**config.mk**
```make
export PLATFORM = sky130hd
export DESIGN_NAME = network
export DESIGN_NICKNAME = d
export VERILOG_FILES = /design/src/rtl/network_pkg.sv /design/src/rtl/network_sat_updown_counter.sv /design/src/rtl/network.sv
export SDC_FILE = /design/constraint.sdc
export NUM_CORES = 1
export LEC_CHECK = 0
export ABC_AREA = 1
export BUFFER_PORTS_ARGS = -buffer_cell sky130_fd_sc_hd__buf_2
export CAP_MARGIN = 20
export CORE_ASPECT_RATIO = 1.25
export CORE_MARGIN = 5
export CORE_UTILIZATION = 50
export CTS_BUF_LIST = sky130_fd_sc_hd__clkbuf_4
export DETAILED_ROUTE_END_ITERATION = 10
export PLACE_DENSITY = 0.7
export SKIP_CTS_REPAIR_TIMING = 1
export SYNTH_ARGS = -nofsm -noshare
export SYNTH_HDL_FRONTEND = slang
export SYNTH_HIERARCHICAL = 1
export SYNTH_SLANG_ARGS = --single-unit
```
**constraint.sdc**
```tcl
create_clock -name clk -period 2.86 [get_ports clk]
set_clock_uncertainty 0.1 [all_clocks]
set_input_delay 0.286 -clock clk [delete_from_list [all_inputs] [get_ports clk]]
set_output_delay 0.286 -clock clk [all_outputs]
set_load 0.005 [all_outputs]
```
**src/rtl/network_pkg.sv**
```systemverilog
// network_pkg: sizing helpers and weight field positions for the network neuron core.
package network_pkg;
    function automatic int bal_width(input int width, input int height);
        return $clog2(height * (2 ** width));
    endfunction
    function automatic int scan_len(input int width, input int height);
        return height * (2 ** width);
    endfunction
    // weight word: [width] is the sign (1 = inhibitory), [width-1:0] the magnitude
    function automatic int sign_pos(input int width);
        return width;
    endfunction
    function automatic int mag_msb(input int width);
        return width - 1;
    endfunction
endpackage

```
**src/rtl/network_sat_updown_counter.sv**
```systemverilog
// sat_updown_counter: up/down counter clamped to [0, 2**BW-1], loadable to its midpoint.
module sat_updown_counter
    import network_pkg::*;
#(
    parameter int BW = 11
) (
    input  logic          clk,
    input  logic          inc,
    input  logic          dec,
    input  logic          load_mid,
    output logic [BW-1:0] count
);
    always_ff @(posedge clk) begin
        if (load_mid) count <= {1'b1, {(BW-1){1'b0}}};
        else if (inc && count != '1) count <= count + 1'b1;
        else if (dec && count != '0) count <= count - 1'b1;
    end
endmodule

```
**src/rtl/network.sv**
```systemverilog
// network: single-neuron binary classifier; scans pixels serially, stepping a
// saturating balance by each active pixel's weight in unary, then thresholds at the midpoint.
module network
    import network_pkg::*;
#(
    parameter int WIDTH = 8,
    parameter int HEIGHT = 7,
    parameter bit [WIDTH:0] WEIGHTS [0:HEIGHT-1] = '{default: 60}
) (
    input  logic                                 clk,
    input  logic                                 rst,
    input  logic [HEIGHT-1:0]                    pixels,
    output logic                                 neuron_out,
    output logic [bal_width(WIDTH, HEIGHT)-1:0]  balance_out
);
    localparam int BW = bal_width(WIDTH, HEIGHT);
    localparam int SCAN = scan_len(WIDTH, HEIGHT);
    localparam int CW = $clog2(SCAN + 1);
    localparam int PW = HEIGHT > 1 ? $clog2(HEIGHT) : 1;
    localparam logic [BW-1:0] MID = BW'(1) << (BW - 1);

    logic [CW-1:0]  c;
    logic           done;
    logic [PW-1:0]  p;
    logic [WIDTH-1:0] k;
    logic [WIDTH:0] w;
    logic           step;

    assign p = PW'(c >> WIDTH);
    assign k = c[WIDTH-1:0];
    assign w = WEIGHTS[p];
    assign step = !done && pixels[p] && (k < w[mag_msb(WIDTH):0]);

    sat_updown_counter #(.BW(BW)) u_bal (
        .clk      (clk),
        .inc      (step && !w[sign_pos(WIDTH)]),
        .dec      (step && w[sign_pos(WIDTH)]),
        .load_mid (!rst),
        .count    (balance_out)
    );

    // the last scan cycle can never step (k = 2**WIDTH-1 is not below any magnitude),
    // so the register value seen here is already the final balance
    always_ff @(posedge clk) begin
        if (!rst) begin
            c <= '0;
            done <= 1'b0;
            neuron_out <= 1'b0;
        end else if (!done) begin
            if (c == CW'(SCAN - 1)) begin
                done <= 1'b1;
                neuron_out <= balance_out > MID;
            end else c <= c + 1'b1;
        end
    end
endmodule

```
==> impl_metrics.env <==
export IMPL_status="finished, final reports clean"
export IMPL_firstDrtPassIters=4
export IMPL_regToRegSetupSlack_ns=0.21
export IMPL_hpwl_um=3450
export IMPL_syn_instance_count=325
export IMPL_grt_usage_pct=18.1
export IMPL_maxSlewViolCount=0
export IMPL_cts_buffers_inserted=3
export IMPL_power_density_mw_per_mm2=493
export IMPL_n_antenna_cell=0
export IMPL_rows=25
export IMPL_synth_largest_area_cell="dfxtp_1"
export IMPL_drt_antenna_violating_nets=0
export IMPL_clock_sinks=24
export IMPL_min_path_type="in -> reg"
export IMPL_synth_xor_area_share_pct=1.37
export IMPL_clock_path_buffers=2
export IMPL_io_pin_count=21
export IMPL_cp_max_fo=13
export IMPL_fin_util_pct=55.4
export IMPL_fp_coreArea_mm2=0.00375
export IMPL_crit_required_ns=2.99
export IMPL_synth_seq_cells=24
export IMPL_synth_top_area_share_pct=25.0
export IMPL_slowest_stage="ha_1"
export IMPL_fmax_mhz=378
export IMPL_ys_seq_area_share_pct=25.0
export IMPL_wl_per_cell_um=11.4
export IMPL_max_stage_delay_ns=0.40
export IMPL_rsz0062_at_grt="no"
export IMPL_cts_tree="built"
export IMPL_dp_cells=383
export IMPL_drcViolationCount=0
export IMPL_synth_cell_area_mm2=0.00192
export IMPL_syn_nets=345
export IMPL_leakagePower_nw=1.11
export IMPL_crit_path_end_kind="register"
export IMPL_synth_distinct_cells=27
export IMPL_grt_pass1_wl_um=7560
export IMPL_final_hold_viol_count=0
export IMPL_die_y_um=79.3
export IMPL_cts_root_buf="clkbuf_4"
export IMPL_dr_total_vias=1943
export IMPL_min_period_ns=2.65
export IMPL_grt_overflow=0
export IMPL_finalInstanceArea_mm2=0.00208
export IMPL_path_clk_slew_ns=0.13
export IMPL_yosys_area_share_simple_pct=47.7
export IMPL_area_growth_syn_to_layout_pct=8.27
export IMPL_instances_no_fill=386
export IMPL_placed_area_mm2=0.00205
export IMPL_yosys_warnings=6
export IMPL_crit_family="simple AND/OR/NAND/NOR gates"
export IMPL_numPortBuffers=20
export IMPL_setup_violations=0
export IMPL_crit_type="reg -> reg"
export IMPL_fin_crit_sh_pct=92.5
export IMPL_place_gp_congestion=0.907
export IMPL_initial_core_util_pct=51.2
export IMPL_grt_pass1_vias=1782
export IMPL_synth_mux_area_share_pct=0
export IMPL_synth_fa_ha_area_share_pct=7.55
export IMPL_htree_levels=1
export IMPL_synth_compound_area_share_pct=7.29
export IMPL_peakVddDrop_uv=251
export IMPL_synth_top_family_by_area="simple AND/OR/NAND/NOR gates"
export IMPL_antenna_found_initial=0
export IMPL_grt_max_degree=18
export IMPL_clock_latency_ns=0.31
export IMPL_wl_um=4400
export IMPL_startpoint_type="register"
export IMPL_dieWidth_um=65.5
export IMPL_worstPathCellList="inv_2, nand3_1, inv_2, nand2_1, nand2_1, inv_1, a21oi_2, nand2_4, ha_1, or2_1, nand2_1, xor2_1, nand2_4, nand2_2, nor2_2"
export IMPL_critPathBufInv=3
export IMPL_drive_above_1_share_pct=13.6
export IMPL_drt_iter0_drc=86
export IMPL_nets=368
export IMPL_synth_area_leaders="dfxtp_1 25%, nand2_1 18%, nor2_1 12%"
export IMPL_crit_top_cell="nand2_1"
export IMPL_drv_cap=0
export IMPL_vias_per_cell=5.03
export IMPL_arrival_ns=2.78
export IMPL_syn_avg_cell_area_um2=5.91
export IMPL_setup_tns_ns=0
export IMPL_dieArea_mm2=0.00519
flip-flops by register name (all words and copies together), names as in the netlist:
register / cells
neuron_out: 1
c: 11
done: 1
u_bal/count: 11
synthesized netlist by cell type (all sizes together):
cell type	number
nand4	3
o211ai	1
o21bai	1
nor3	5
buf	2
a21oi	16
dfxtp	24
nand3	35
fa	1
o21ai	9
nand2	97
conb	1
clkbuf	1
xor2	3
ha	10
inv	48
or2	2
nor2	66
through the flow:
stage	hold WS [ns]	setup slack, ns	power, W
finish	0.196	0.214	0.00102
global route	0.210	0.00636	0.00112
CTS	0.190	0.0603	0.00103
detailed placement	0.401	0.0897	0.000879
global placement	0.393	0.184	0.000876
floorplan	0.322	0.362	0.000762
placed cells by master (no fill, tap or decap):
cell and count:
nand2_2 4, dfxtp_2 1, nand2_1 90, nand3_4 1
or2_2 1, o21bai_1 1, nand3_2 2, nand2_4 3
inv_2 4, nor3_1 5, nor2_1 61, dfxtp_1 23
buf_4 1, xor2_1 3, o211ai_1 1, or2_1 1
a21oi_2 2, nand3_1 32, o21ai_0 1, clkbuf_4 3
inv_1 44, a21oi_1 14, nor2_4 1, o21ai_1 8
nor2_2 4, fa_1 1, ha_1 10, buf_2 20
nand4_1 3, conb_1 1
where the power goes:
group	total [W]	leakage (nW)	switching, W	internal, W
registers	0.000428	0.198	0.0000576	0.000370
logic	0.000448	0.899	0.000267	0.000181
clock network	0.000149	0.0138	0.000100	0.0000492
cell type report:
class	count	area (um^2)
clock buffer	3	22.5
fill	402	1670
inverter	48	180
multi-input combinational	250	1240
sequential	24	482
tap	40	50.0
timing repair buffer	21	108
path summary, 6_finish.rpt:
| kind | endpoint | cells after the start | from |
|---|---|---|---|
| hold / removal | c[5] | 3 | rst |
| setup / recovery | u_bal/count[3] | 15 | c[8] |
| hold reg to reg | neuron_out | 4 | neuron_out |
| setup reg to reg | u_bal/count[3] | 15 | c[8] |
metal layers:
| metal | vias up | part of all wire, % | track usage, % |
|---|---|---|---|
| li1 | 1062 | - | - |
| met1 | 859 | 44 | 20.7 |
| met2 | 20 | 54 | 35.4 |
| met3 | 2 | 1.8 | 1.27 |
| met4 | 0 | 0.68 | 4.36 |
| met5 | - | 0 | 0 |
worst reg2reg max path, stage by stage, from the launching register on:
cell and delay [ns]:
dfxtp_1 0.38, inv_2 0.10, nand3_1 0.11, inv_2 0.10, nand2_1 0.06, nand2_1 0.06, inv_1 0.04, a21oi_2 0.24
nand2_4 0.18, ha_1 0.40, or2_1 0.30, nand2_1 0.09, xor2_1 0.24, nand2_4 0.07, nand2_2 0.06, nor2_2 0.03
cell families after synthesis:
kind of cell,count (synthesis)
other cells,1
buf+inv,51
compound gates,27
fa+ha+maj,11
simple gates,208
xor+xnor,3
flops,24
(Power assumes the default switching activity.)
